===== src/rtl/adder_pkg.sv =====
// -----------------------------------------------------------------------------
// adder_pkg
// Shared definitions for the registered adder and its downstream stages.
// Holds the default operand width and the width helpers, so the adder and
// the sum accumulator size their buses from the same formulas.
// No ports (package).
// -----------------------------------------------------------------------------
package adder_pkg;

   // Default operand width of the upstream adder.
   localparam int ADDER_WIDTH_DEFAULT = 17;

   // Width of one adder result: the operands plus one carry bit.
   function automatic int sum_width(input int aw);
      return aw + 1;
   endfunction

   // Width that holds n summed adder results with no possible overflow.
   function automatic int acc_width(input int aw, input int n);
      return aw + 1 + $clog2(n);
   endfunction

endpackage : adder_pkg


===== src/rtl/adder_sum_accumulator.sv =====
// -----------------------------------------------------------------------------
// adder_sum_accumulator
// Sums BLOCK_LEN consecutive adder results into a full-precision block total.
// The total is presented on a valid/ready output register. Upstream
// backpressure is applied only to the sample that would complete a block
// while the previous total is still waiting.
//
// Ports:
//   clk        in   1      rising-edge clock
//   reset_n    in   1      asynchronous active-low reset
//   clear      in   1      synchronous flush of the partial block
//   in_valid   in   1      in_sum is valid this cycle
//   in_sum     in   SUM_W  unsigned sum from the adder
//   in_ready   out  1      in_sum is accepted this cycle (combinational)
//   out_valid  out  1      out_acc holds a completed block total
//   out_acc    out  ACC_W  unsigned block total
//   out_ready  in   1      consumer takes out_acc this cycle
// -----------------------------------------------------------------------------
module adder_sum_accumulator
   import adder_pkg::*;
#(
   parameter int ADDER_WIDTH = ADDER_WIDTH_DEFAULT,
   parameter int BLOCK_LEN   = 8,
   localparam int SUM_W      = sum_width(ADDER_WIDTH),
   localparam int CNT_W      = $clog2(BLOCK_LEN),
   localparam int ACC_W      = acc_width(ADDER_WIDTH, BLOCK_LEN)
) (
   input  logic             clk,
   input  logic             reset_n,
   input  logic             clear,
   input  logic             in_valid,
   input  logic [SUM_W-1:0] in_sum,
   output logic             in_ready,
   output logic             out_valid,
   output logic [ACC_W-1:0] out_acc,
   input  logic             out_ready
);

   // A block of fewer than two samples makes the counter zero bits wide.
   if (BLOCK_LEN < 2) begin : g_block_len_check
      $error("adder_sum_accumulator: BLOCK_LEN must be >= 2");
   end

   localparam logic [CNT_W-1:0] LAST_CNT = CNT_W'(BLOCK_LEN - 1);

   logic [ACC_W-1:0] acc_r;
   logic [CNT_W-1:0] cnt_r;
   logic             out_valid_r;
   logic [ACC_W-1:0] out_acc_r;

   logic [ACC_W-1:0] acc_nxt_s;
   logic [CNT_W-1:0] cnt_nxt_s;
   logic             out_valid_nxt_s;
   logic [ACC_W-1:0] out_acc_nxt_s;

   logic             last_s;
   logic             accept_s;
   logic             handoff_s;
   logic [ACC_W-1:0] sum_ext_s;
   logic [ACC_W-1:0] acc_sum_s;

   assign last_s    = (cnt_r == LAST_CNT);
   // Only the completing sample stalls, and only if the held total cannot
   // leave this very cycle; out_ready feeds straight through to in_ready.
   assign in_ready  = !clear && !(last_s && out_valid_r && !out_ready);
   assign accept_s  = in_valid && in_ready;
   assign handoff_s = out_valid_r && out_ready;
   assign sum_ext_s = {{(ACC_W-SUM_W){1'b0}}, in_sum};
   assign acc_sum_s = acc_r + sum_ext_s;

   assign out_valid = out_valid_r;
   assign out_acc   = out_acc_r;

   // Next-state logic for the partial sum, sample counter and output register.
   always_comb begin
      acc_nxt_s       = acc_r;
      cnt_nxt_s       = cnt_r;
      out_valid_nxt_s = out_valid_r;
      out_acc_nxt_s   = out_acc_r;

      if (handoff_s) begin
         out_valid_nxt_s = 1'b0;
      end else begin
         out_valid_nxt_s = out_valid_r;
      end

      if (clear) begin
         acc_nxt_s = {ACC_W{1'b0}};
         cnt_nxt_s = {CNT_W{1'b0}};
      end else if (accept_s) begin
         if (last_s) begin
            // A completing accept overrides a same-cycle handoff, so the
            // next total follows the previous one without a bubble.
            out_acc_nxt_s   = acc_sum_s;
            out_valid_nxt_s = 1'b1;
            acc_nxt_s       = {ACC_W{1'b0}};
            cnt_nxt_s       = {CNT_W{1'b0}};
         end else begin
            acc_nxt_s = acc_sum_s;
            cnt_nxt_s = cnt_r + CNT_W'(1);
         end
      end else begin
         acc_nxt_s = acc_r;
         cnt_nxt_s = cnt_r;
      end
   end

   // State registers; reset discards any partial block and pending total.
   always_ff @(posedge clk or negedge reset_n) begin
      if (!reset_n) begin
         acc_r       <= {ACC_W{1'b0}};
         cnt_r       <= {CNT_W{1'b0}};
         out_valid_r <= 1'b0;
         out_acc_r   <= {ACC_W{1'b0}};
      end else begin
         acc_r       <= acc_nxt_s;
         cnt_r       <= cnt_nxt_s;
         out_valid_r <= out_valid_nxt_s;
         out_acc_r   <= out_acc_nxt_s;
      end
   end

endmodule : adder_sum_accumulator


===== config.mk =====
export PLATFORM = sky130hd
export DESIGN_NAME = adder_sum_accumulator
export DESIGN_NICKNAME = d
export VERILOG_FILES = /design/src/rtl/adder_pkg.sv /design/src/rtl/adder_sum_accumulator.sv
export SDC_FILE = /design/constraint.sdc
export NUM_CORES = 1
export LEC_CHECK = 0
export ABC_AREA = 1
export CAP_MARGIN = 10
export CORE_MARGIN = 4
export CORE_UTILIZATION = 51
export CTS_CLUSTER_DIAMETER = 30
export CTS_CLUSTER_SIZE = 24
export DETAILED_ROUTE_END_ITERATION = 10
export PLACE_DENSITY = 0.86
export SYNTH_ARGS = -nofsm -noshare
export SYNTH_HDL_FRONTEND = slang
export SYNTH_SLANG_ARGS = --single-unit

===== constraint.sdc =====
create_clock -name clk -period 4.6 [get_ports clk]
set_clock_uncertainty 0.1 [all_clocks]
set_input_delay 0.92 -clock clk [delete_from_list [all_inputs] [get_ports clk]]
set_output_delay 0.92 -clock clk [all_outputs]
set_load 0.01 [all_outputs]

# --- After elaboration in Yosys (flattened, before gate mapping) ---
# Index checks and enable logic that the tools add are counted.
totals:
  ff_bits: 46
  latchBits: 0
  ram_bits: 0
  romBits: 0
  input_bits: 23
  output_inout_bits: 23
  elab_cells: 28
  n_memories: 0
op_classes:
  n_addsub: 2
  n_mul: 0
  div: 0
  magnitude_cmp: 0
  n_eq_ne: 1
  shifts: 0
  muxes: 10
  n_bitwise: 1
  reduce_logical: 10
ops:
  columns: ["cell", "n"]
  rows:
  - ["2-to-1 mux 21 bit", 3]
  - ["adder 21 x 18 -> 21 bit", 1]
  - ["2-to-1 mux 3 bit", 3]
  - ["logical AND 1 bit", 5]
  - ["2-to-1 mux 1 bit", 4]
  - ["adder 3 x 1 -> 3 bit (second input constant)", 1]
  - ["equality test 3 bit (second input constant)", 1]
  - ["zero test 1 bit", 3]
  - ["AND reduction 3 bit", 1]
  - ["nonzero test 2 bit", 1]
  - ["inverter 1 bit", 1]

# --- Longest topological paths before layout ---
# Gate-level depths: netlist of the first run.
logic_depth:
  word_depth: 8
  depth_mapped: 13
  mapped_depth_nobuf: 13

# --- Least setup slack after synthesis of the first run ---
# Ideal clock, no wire load.
synth_path:
  path_type: "input -> register"
  from: "in in_sum[0]"
  to: "reg acc_r[16]"
  t_arrival_ns: 2.217
  slack_ns: 2.166
  stages: 13
  path_buffers: 0
  path_cell_list: "ha_1 -> inv_1 -> fa_1 -> inv_1 -> nand3_1 -> nand3_1 -> nand2_1 -> nand2_1 -> nand2_1 -> nand2_1 -> nand2_1 -> nand3_1 -> nand2_1"
synth_via:
  elab_chain_len: 4
synth_lines:
  columns: ["element", "line_no", "rtl"]
  rows:
  - ["start: declaration", "adder_sum_accumulator.sv:32", "input logic [SUM_W-1:0] in_sum,"]
  - ["adder 21 x 18 -> 21 bit", "adder_sum_accumulator.sv:69", "assign acc_sum_s = acc_r + sum_ext_s;"]
  - ["2-to-1 mux 21 bit", "adder_sum_accumulator.sv:91", "if (last_s) begin"]
  - ["2-to-1 mux 21 bit", "adder_sum_accumulator.sv:90", "end else if (accept_s) begin"]
  - ["2-to-1 mux 21 bit", "adder_sum_accumulator.sv:87", "if (clear) begin"]
  - ["end signal: assignment", "adder_sum_accumulator.sv:111", "acc_r <= {ACC_W{1'b0}};"]
  - ["end signal: assignment", "adder_sum_accumulator.sv:116", "acc_r <= acc_nxt_s;"]
  - ["end: declaration", "adder_sum_accumulator.sv:46", "logic [ACC_W-1:0] acc_r;"]
# No other way between the ends. The select of a mux whose other input is x is not followed.
# A chain may end at the register's enable or synchronous reset.

# --- Worst setup path in the final report of the first run ---
layout_path:
  from: "in clear"
  to: "out in_ready"
layout_via:
  elab_chain_len: 2
layout_lines:
  columns: ["element", "line_no", "rtl"]
  rows:
  - ["start: declaration", "adder_sum_accumulator.sv:30", "input logic clear,"]
  - ["zero test 1 bit", "adder_sum_accumulator.sv:65", "assign in_ready = !clear && !(last_s && out_valid_r && !out_ready);"]
  - ["logical AND 1 bit", "adder_sum_accumulator.sv:65", null]
  - ["end: declaration", "adder_sum_accumulator.sv:33", "output logic in_ready,"]
# No other way between the ends.

==> results of run 1 <==
power by group:
group          total, mW  switching (mW)  leakage, nW  internal, mW
Combinational      0.462           0.293         1.32         0.170
Clock              0.297           0.137       0.0579         0.160
Sequential         0.472          0.0266        0.619         0.445
cells in the final DEF, fill, tap and decap left out, types with 2 or more instances in the layout:
cell type and n:
nand4_1 3, nand3_1 35, o21ai_2 4, a21oi_1 11, nand2_1 190, o21bai_1 2
nor2_1 28, nor3_1 5, ha_1 20, xor2_1 5, o21ai_1 2, clkdlybuf4s50_1 44
a22o_1 2, clkinv_2 2, xnor2_1 2, o21ai_0 7, inv_1 48, nand3b_1 11
clkbuf_8 5, dfrtp_1 46
cell type report:
cell class	count	area, µm²	share of cell area [%]
clock buffer	5	68.8	1.88
clock inverter	3	40.0	1.09
sequential	46	1150	31.5
tap	72	90.1	2.46
inverter	50	190	5.20
timing repair buffer	45	445	12.2
multi-input combinational	334	1670	45.7
layer usage:
layer / vias to the layer above / wire (µm) / global-route usage (%)
met5: - / 0 / 0
met4: 0 / 127 / 7.05
met3: 15 / 375 / 3.17
met2: 91 / 3460 / 35.9
met1: 1337 / 3410 / 28.8
li1: 1461 / - / -
state kept, by name, indices dropped and copies added, names as in the netlist:
name       cells
acc_r         21
cnt_r          3
out_valid      1
out_acc       21
through the flow:
stage                     setup slack (ps)  util, %  hold WS (ps)  instances
after global routing                  1270     64.5           420        555
after floorplan                       2170        -           353        436
after CTS                             1330     64.5           384        555
after detailed placement              1330     62.6           365        547
after global placement                1380     62.6           358        547
final                                 1310     64.5           380        555
logic make-up after synthesis:
group           Yosys count  share of synthesized area [%]
simple gates            276                           37.9
xor+xnor                  7                           2.00
flops                    46                           37.6
compound gates           30                           5.96
buf+inv                  56                           7.80
fa+ha+maj                21                           8.82
cell usage after synthesis:
master    number
nor2_4         1
a22o_1         2
buf_6          3
o22ai_1        1
xnor2_1        2
nand3_1       35
nor3_1         5
inv_4          1
and2_1         1
fa_1           1
inv_2          1
nor2_1        28
dfrtp_1       46
ha_1          20
nand4_1        3
nand3b_1      11
nand2_2        1
o21bai_1       2
o21ai_1        2
a21oi_2        1
inv_1         48
nand2_1      190
nor3_4         1
a21oi_1       11
o21ai_2        4
xor2_1         5
buf_2          3
o21ai_0        7
critical path, delay by kind of cell:
kind	cells	cell delay, ps
buffers and inverters	2	1120
AO/OA/AOI/OAI	1	220
how the worst max path moves through the flow:
| stage | slack (ps) | to | cells after the start | start |
|---|---|---|---|---|
| finish | 1310 | in_ready | 3 | clear |
| detailed placement | 1330 | in_ready | 3 | clear |
| CTS | 1330 | in_ready | 3 | clear |
| global route | 1270 | in_ready | 3 | clear |
| floorplan | 2170 | acc_r[16] | 13 | in_sum[0] |
| global placement | 1380 | in_ready | 3 | clear |
==> flow_summary.ini, run 1 <==
[layout]
area_growth_syn_to_layout_pct = 19.4
n_fill_cell = 522
drive_above_1_share_pct = 3.93
final_nets = 526
antennaDiodeCount = 0
final_area_mm2 = 0.00366

[grt]
grt_pass1_vias = 2901
track_usage_pct = 21.6
grt_start_max_net_pins = 47
globalRoute.totalOverflow = 0
grt_pass1_wl_um = 12900
antenna_found_initial = 0

[timing]
finalMaxSlewViolations = 0
worst_pin_slew_ps = 1010
post-route-min-period_ps = 3290
rsz0062_at_grt = false
finalSetupTns_ps = 0
setup_viol = 0
slew_headroom_pct = 32.7
fmax_mhz = 304
finalCritPeriodShare_pct = 71.4
hold_viol = 0

[placement]
place_area_mm2 = 0.00355
gp_congestion = 0.940
hpwl_um = 5610
port_buffers = 45

[cts]
clock_sinks = 46
ctsHtreeMaxLevel = 2
cts_tree = built
ctsResizeCount = 0
clk_pin_slew_ps = 90
cts.hold.buffers_added = 0
clock_latency_ps = 300
clock_path_buffers = 2
post-cts-setup-buffers = 0
cts_made_buffers = 5
cts-root-buf = clkbuf_8

[worst_setup_path]
r2r_slack_ps = 2110
worstPathCellList = clkdlybuf4s50_1 > a21oi_2 > clkdlybuf4s50_1
crit_path_end_kind = output port
r2r_start = cnt_r[0]
slowest_delay_ps = 570
crit_type = input pin to output port
cpMaxStageDelayCell = clkdlybuf4s50_1
crit_fanout = 4
r2r_end = out_acc[4]
r2r_cells = 8
cpMostUsedCell = clkdlybuf4s50_1
start_kind = input pin
cp.arrival_ps = 2270
worstPathRequired_ps = 3580

[logic_synthesis]
synth_warnings = 0
syn_nets = 480
syn-cell-area_mm2 = 0.00306
synth_cells = 436
synth-seq-cells = 46
postSynthAreaPerCell_um2 = 7.03
ys_types = 28
netlist.area_leader.share_pct = 37.6
ys_seq_area_share_pct = 37.6
yosysTopAreaCell = dfrtp_1
synth_area_leaders = dfrtp_1 (38%), nand2_1 (23%), ha_1 (8.2%), inv_1 (5.9%), nand3_1 (5.7%)

[detailed_routing]
viasPerCell = 5.23
drt_iter0_drc = 180
ant_nets = 0
wirelength_um = 7370
firstDrtPassIters = 5
post_drt_wl_per_cell_um = 13.3
num_vias = 2904
drc = 0

[floorplan]
row_count = 27
core_mm2 = 0.00568
die_h_um = 85.5
dieWidth_um = 85.5
die_area_mm2 = 0.00731
io_pins = 46
initial_utilization_pct = 54.0

[run]
drv_cap = 0

[hold_path]
min_to = out_acc[2]
hold_path_depth = 2
min-delay-start = out_acc[2]
hold_class = register to register

[pwr]
leakagePower_nw = 2.00
power_mw = 1.23
cellPowerDensity_mw_per_mm2 = 336
vdd_ir_drop_max_mv = 0.148

[outcome]
status = completed
Power figures use the tool's default switching activity.
==> inputs of run 2 (changes only) <==
Clock period 4.6 ns to 3.04 ns, I/O delays scaled along.
==> run 2 against run 1 <==
Sequential power grew 52%. First-iteration DRC count is 16% higher. Combinational power rose by 53%. Global-route usage is 0.34 points higher. Sequential share of layout area decreased by 0.096 points. Worst hold slack lost 5.5 ps. Non-clock buffer count grew 1. Critical path type unchanged. Utilization up 0.20 points. Count of clock-buffer cells in the layout rose by 1. Register-to-register slack got worse by 1200 ps. Largest cell class unchanged. Via count about the same. Final cell count unchanged.
==> flow_summary.ini, run 2 (synthesis results as in run 1) <==
[worst_setup_path]
worst-path-stages = 3
cp.arrival_ps = 1940
r2r_cells = 13
slowest_delay_ps = 570
cpMaxStageDelayCell = clkdlybuf4s50_1
path_buf_inv = 2
start_kind = input pin
worstPathCellList = clkdlybuf4s50_1 > a21oi_2 > clkdlybuf4s50_1
crit_type = input pin to output port
crit_path_end_kind = output port
r2r_start = acc_r[0]
r2r_end = acc_r[14]
worstPathRequired_ps = 2330
r2r_slack_ps = 940
crit_fanout = 4
critPathTopFamily = buffers and inverters
cpMostUsedCell = clkdlybuf4s50_1

[detailed_routing]
dr_wl_met3_um = 441
wl_met2_um = 3560
wirelength_um = 7450
num_vias = 2906
drt_iter0_drc = 208
viasPerCell = 5.24
post_drt_wl_per_cell_um = 13.4
ant_nets = 0
firstDrtPassIters = 4
drc = 0
top_layer_used = met4
wl_met1_um = 3360

[layout]
area_growth_syn_to_layout_pct = 19.8
drive_above_1_share_pct = 3.93
antennaDiodeCount = 0
final_nets = 527
final_cells = 555
final_area_mm2 = 0.00367
layout_common_cells = nand2_1 (190), inv_1 (48), dfrtp_1 (46), clkdlybuf4s50_1 (44), nand3_1 (35)
final_common_cell = nand2_1

[timing]
finalSetupTns_ps = 0
setup_viol = 0
fin_ws_ps = 389
finalCritPeriodShare_pct = 87.2
post-route-min-period_ps = 2650
slew_headroom_pct = 32.8
fmax_mhz = 377
rsz0062_at_grt = false
finalMaxSlewViolations = 0
hold_viol = 0
worst_pin_slew_ps = 1010

[floorplan]
die_h_um = 85.5
row_count = 27
io_pins = 46
initial_utilization_pct = 54.0
die_area_mm2 = 0.00731
core_mm2 = 0.00568
dieWidth_um = 85.5

[hold_path]
hold_class = input pin to asynchronous set/reset pin

[cts]
ctsHtreeMaxLevel = 2
cts.hold.buffers_added = 0
ctsResizeCount = 0
clock_sinks = 46
clk_pin_slew_ps = 90
cts_tree = built
clock_path_buffers = 2
clock_latency_ps = 300
cts-root-buf = clkbuf_8
cts_made_buffers = 5
post-cts-setup-buffers = 0

[grt]
grt_start_max_net_pins = 47
grt_pass1_vias = 2941
grt_pass1_wl_um = 13100
track_usage_pct = 21.9
globalRoute.totalOverflow = 0
antenna_found_initial = 0

[placement]
place_area_mm2 = 0.00356
dp.cells = 548
gp_congestion = 0.936
dp_worst_setup_slack_ps = 222
port_buffers = 45
hpwl_um = 5640

[pwr]
leakagePower_nw = 2.01
cellPowerDensity_mw_per_mm2 = 516
vdd_ir_drop_max_mv = 0.253

[run]
drv_cap = 0

[outcome]
status = completed
[run 2: cell count changes in the layout (fill, tap and decap cells not counted), sizes merged]
cell and delta:
clkinv -2, clkbuf +1, buf +1
[run 2: area by class of cell]
type                    count  area (µm²)
clock buffers               6        82.6
clock inverters             1        30.0
fillers                   480        2000
inverters                  50         190
multi-input cells         334        1670
flip-flops and latches     46        1150
well taps                  72        90.1
repair buffers             46         453
[run 2: worst max-delay path by stage]
stage,start,to,slack [ps]
final,clear,in_ready,390
after detailed placement,in_sum[0],acc_r[14],220
after CTS,clear,in_ready,390
after global placement,in_sum[0],acc_r[16],300
after global routing,clear,in_ready,330
after floorplan,in_sum[0],acc_r[16],920
[run 2: through the flow]
| stage | hold WS, ps | total power [mW] | utilization (%) |
|---|---|---|---|
| after global routing | 404 | 2.03 | 64.7 |
| after CTS | 387 | 1.90 | 64.7 |
| final | 374 | 1.89 | 64.7 |
| after floorplan | 212 | 1.22 | - |
| after global placement | 359 | 1.40 | 62.7 |
| after detailed placement | 364 | 1.42 | 62.7 |
[run 2: power by group]
part / internal [mW] / switching (mW) / leakage, nW
clock network: 0.263 / 0.209 / 0.0573
logic: 0.258 / 0.448 / 1.33
registers: 0.674 / 0.0430 / 0.619
total: 1.19 / 0.700 / 2.01
[run 2: routing by layer]
| layer | track usage (%) | vias up |
|---|---|---|
| met5 | 0 | - |
| met4 | 6.19 | 0 |
| met3 | 3.75 | 7 |
| met2 | 36.1 | 80 |
| met1 | 29.7 | 1351 |
| li1 | - | 1468 |
==> inputs of run 3 (changes only) <==
Settings changed: CTS_BUF_LIST from default to sky130_fd_sc_hd__clkbuf_16.
==> run 3 against run 2 <==
Cell area grew 1.3%. Total power grew 7.3%. Critical path type unchanged. Critical path depth is the same. Sequential cell count is the same. Largest power group unchanged. Sequential power is essentially flat. Utilization grew 0.82 points.
==> flow_summary.ini, run 3 (synthesis results as in run 1) <==
[worst_setup_path]
critPathTopFamily = buffers and inverters
path_buf_inv = 2
crit_path_end_kind = output port
crit_type = input pin to output port
crit_fanout = 4
worstPathRequired_ps = 2330
worstPathCellList = clkdlybuf4s50_1 > a21oi_2 > clkdlybuf4s50_1
cp.arrival_ps = 1940
cpMaxStageDelayCell = clkdlybuf4s50_1
r2r_cells = 9
slowest_delay_ps = 570
worst-path-stages = 3
cpMostUsedCell = clkdlybuf4s50_1
start_kind = input pin

[cts]
ctsHtreeMaxLevel = 2
cts_made_buffers = 5
post-cts-setup-buffers = 0
clk_pin_slew_ps = 60
clock_path_buffers = 2
clock_sinks = 46
cts-root-buf = clkbuf_16
cts.hold.buffers_added = 0
clock_latency_ps = 280
ctsResizeCount = 0
cts_tree = built

[timing]
fmax_mhz = 377
rsz0062_at_grt = false
post-route-min-period_ps = 2650
slew_headroom_pct = 32.7
worst_pin_slew_ps = 1010
finalSetupTns_ps = 0
fin_ws_ps = 390
hold_viol = 0
finalCritPeriodShare_pct = 87.2
finalMaxSlewViolations = 0
setup_viol = 0

[layout]
layout_common_cells = nand2_1 (190), inv_1 (48), dfrtp_1 (46), clkdlybuf4s50_1 (44), nand3_1 (35)
drive_above_1_share_pct = 3.73
final_nets = 527
area_growth_syn_to_layout_pct = 21.3
antennaDiodeCount = 0
n_fill_cell = 483
final_common_cell = nand2_1

[pwr]
cellPowerDensity_mw_per_mm2 = 547
leakagePower_nw = 2.03
vdd_ir_drop_max_mv = 0.259

[detailed_routing]
dr_wl_met3_um = 356
post_drt_wl_per_cell_um = 13.6
ant_nets = 0
drt_iter0_drc = 184
viasPerCell = 5.24
num_vias = 2907
firstDrtPassIters = 5
top_layer_used = met4
wl_met2_um = 3550
drc = 0
wirelength_um = 7530
wl_met1_um = 3510

[placement]
port_buffers = 45
dp_worst_setup_slack_ps = 222
gp_congestion = 0.936
hpwl_um = 5640

[grt]
track_usage_pct = 22.1
antenna_found_initial = 0
globalRoute.totalOverflow = 0
grt_pass1_vias = 2955
grt_start_max_net_pins = 47
grt_pass1_wl_um = 13200

[floorplan]
dieWidth_um = 85.5
io_pins = 46
die_area_mm2 = 0.00731
core_mm2 = 0.00568
die_h_um = 85.5
initial_utilization_pct = 54.0
row_count = 27

[run]
drv_cap = 0

[hold_path]
hold_path_depth = 2
hold_class = register to register

[outcome]
status = completed
-- run 3: worst min-delay path: cells and delay by family (launching register included) --
family           cells  cell delay (ps)
and+or+nand+nor      2              110
DFF                  1              340
-- run 3: area by class of cell --
type / instances / area, µm² / area share [%]
inverter: 50 / 190 / 5.12
clock inverter: 2 / 33.8 / 0.909
tap: 72 / 90.1 / 2.42
multi-input combinational: 334 / 1670 / 45.0
sequential: 46 / 1150 / 31.0
clock buffer: 5 / 125 / 3.37
timing repair buffer: 46 / 453 / 12.2
-- run 3: layer usage --
metal / track usage [%] / up-vias
met2: 36.6 / 85
met4: 6.76 / 0
met1: 29.5 / 1344
met5: 0 / -
met3: 3.94 / 10
li1: - / 1468
-- run 3: worst paths after layout --
check,startpoint,endpoint,slack [ps]
hold reg to reg,out_acc[18],out_acc[18],380
min in group asynchronous,reset_n,out_valid,400
setup reg to reg,acc_r[8],acc_r[18],940
hold / removal,out_acc[18],out_acc[18],380
setup / recovery,clear,in_ready,390
max in group asynchronous,reset_n,out_acc[7],1820
-- run 3: through the flow --
step / area [µm²] / cells / hold slack, ps / power (mW) / util (%)
after floorplan: 3060 / 436 / 212 / 1.22 / -
after global placement: 3560 / 548 / 359 / 1.40 / 62.7
after detailed placement: 3560 / 548 / 364 / 1.42 / 62.7
after CTS: 3720 / 555 / 382 / 2.04 / 65.5
after global routing: 3720 / 555 / 397 / 2.17 / 65.5
final: 3720 / 555 / 376 / 2.03 / 65.5
-- run 3: report_power, final --
group          switching (mW)  internal (mW)
sequential             0.0427          0.675
combinational           0.452          0.258
clock                   0.224          0.381
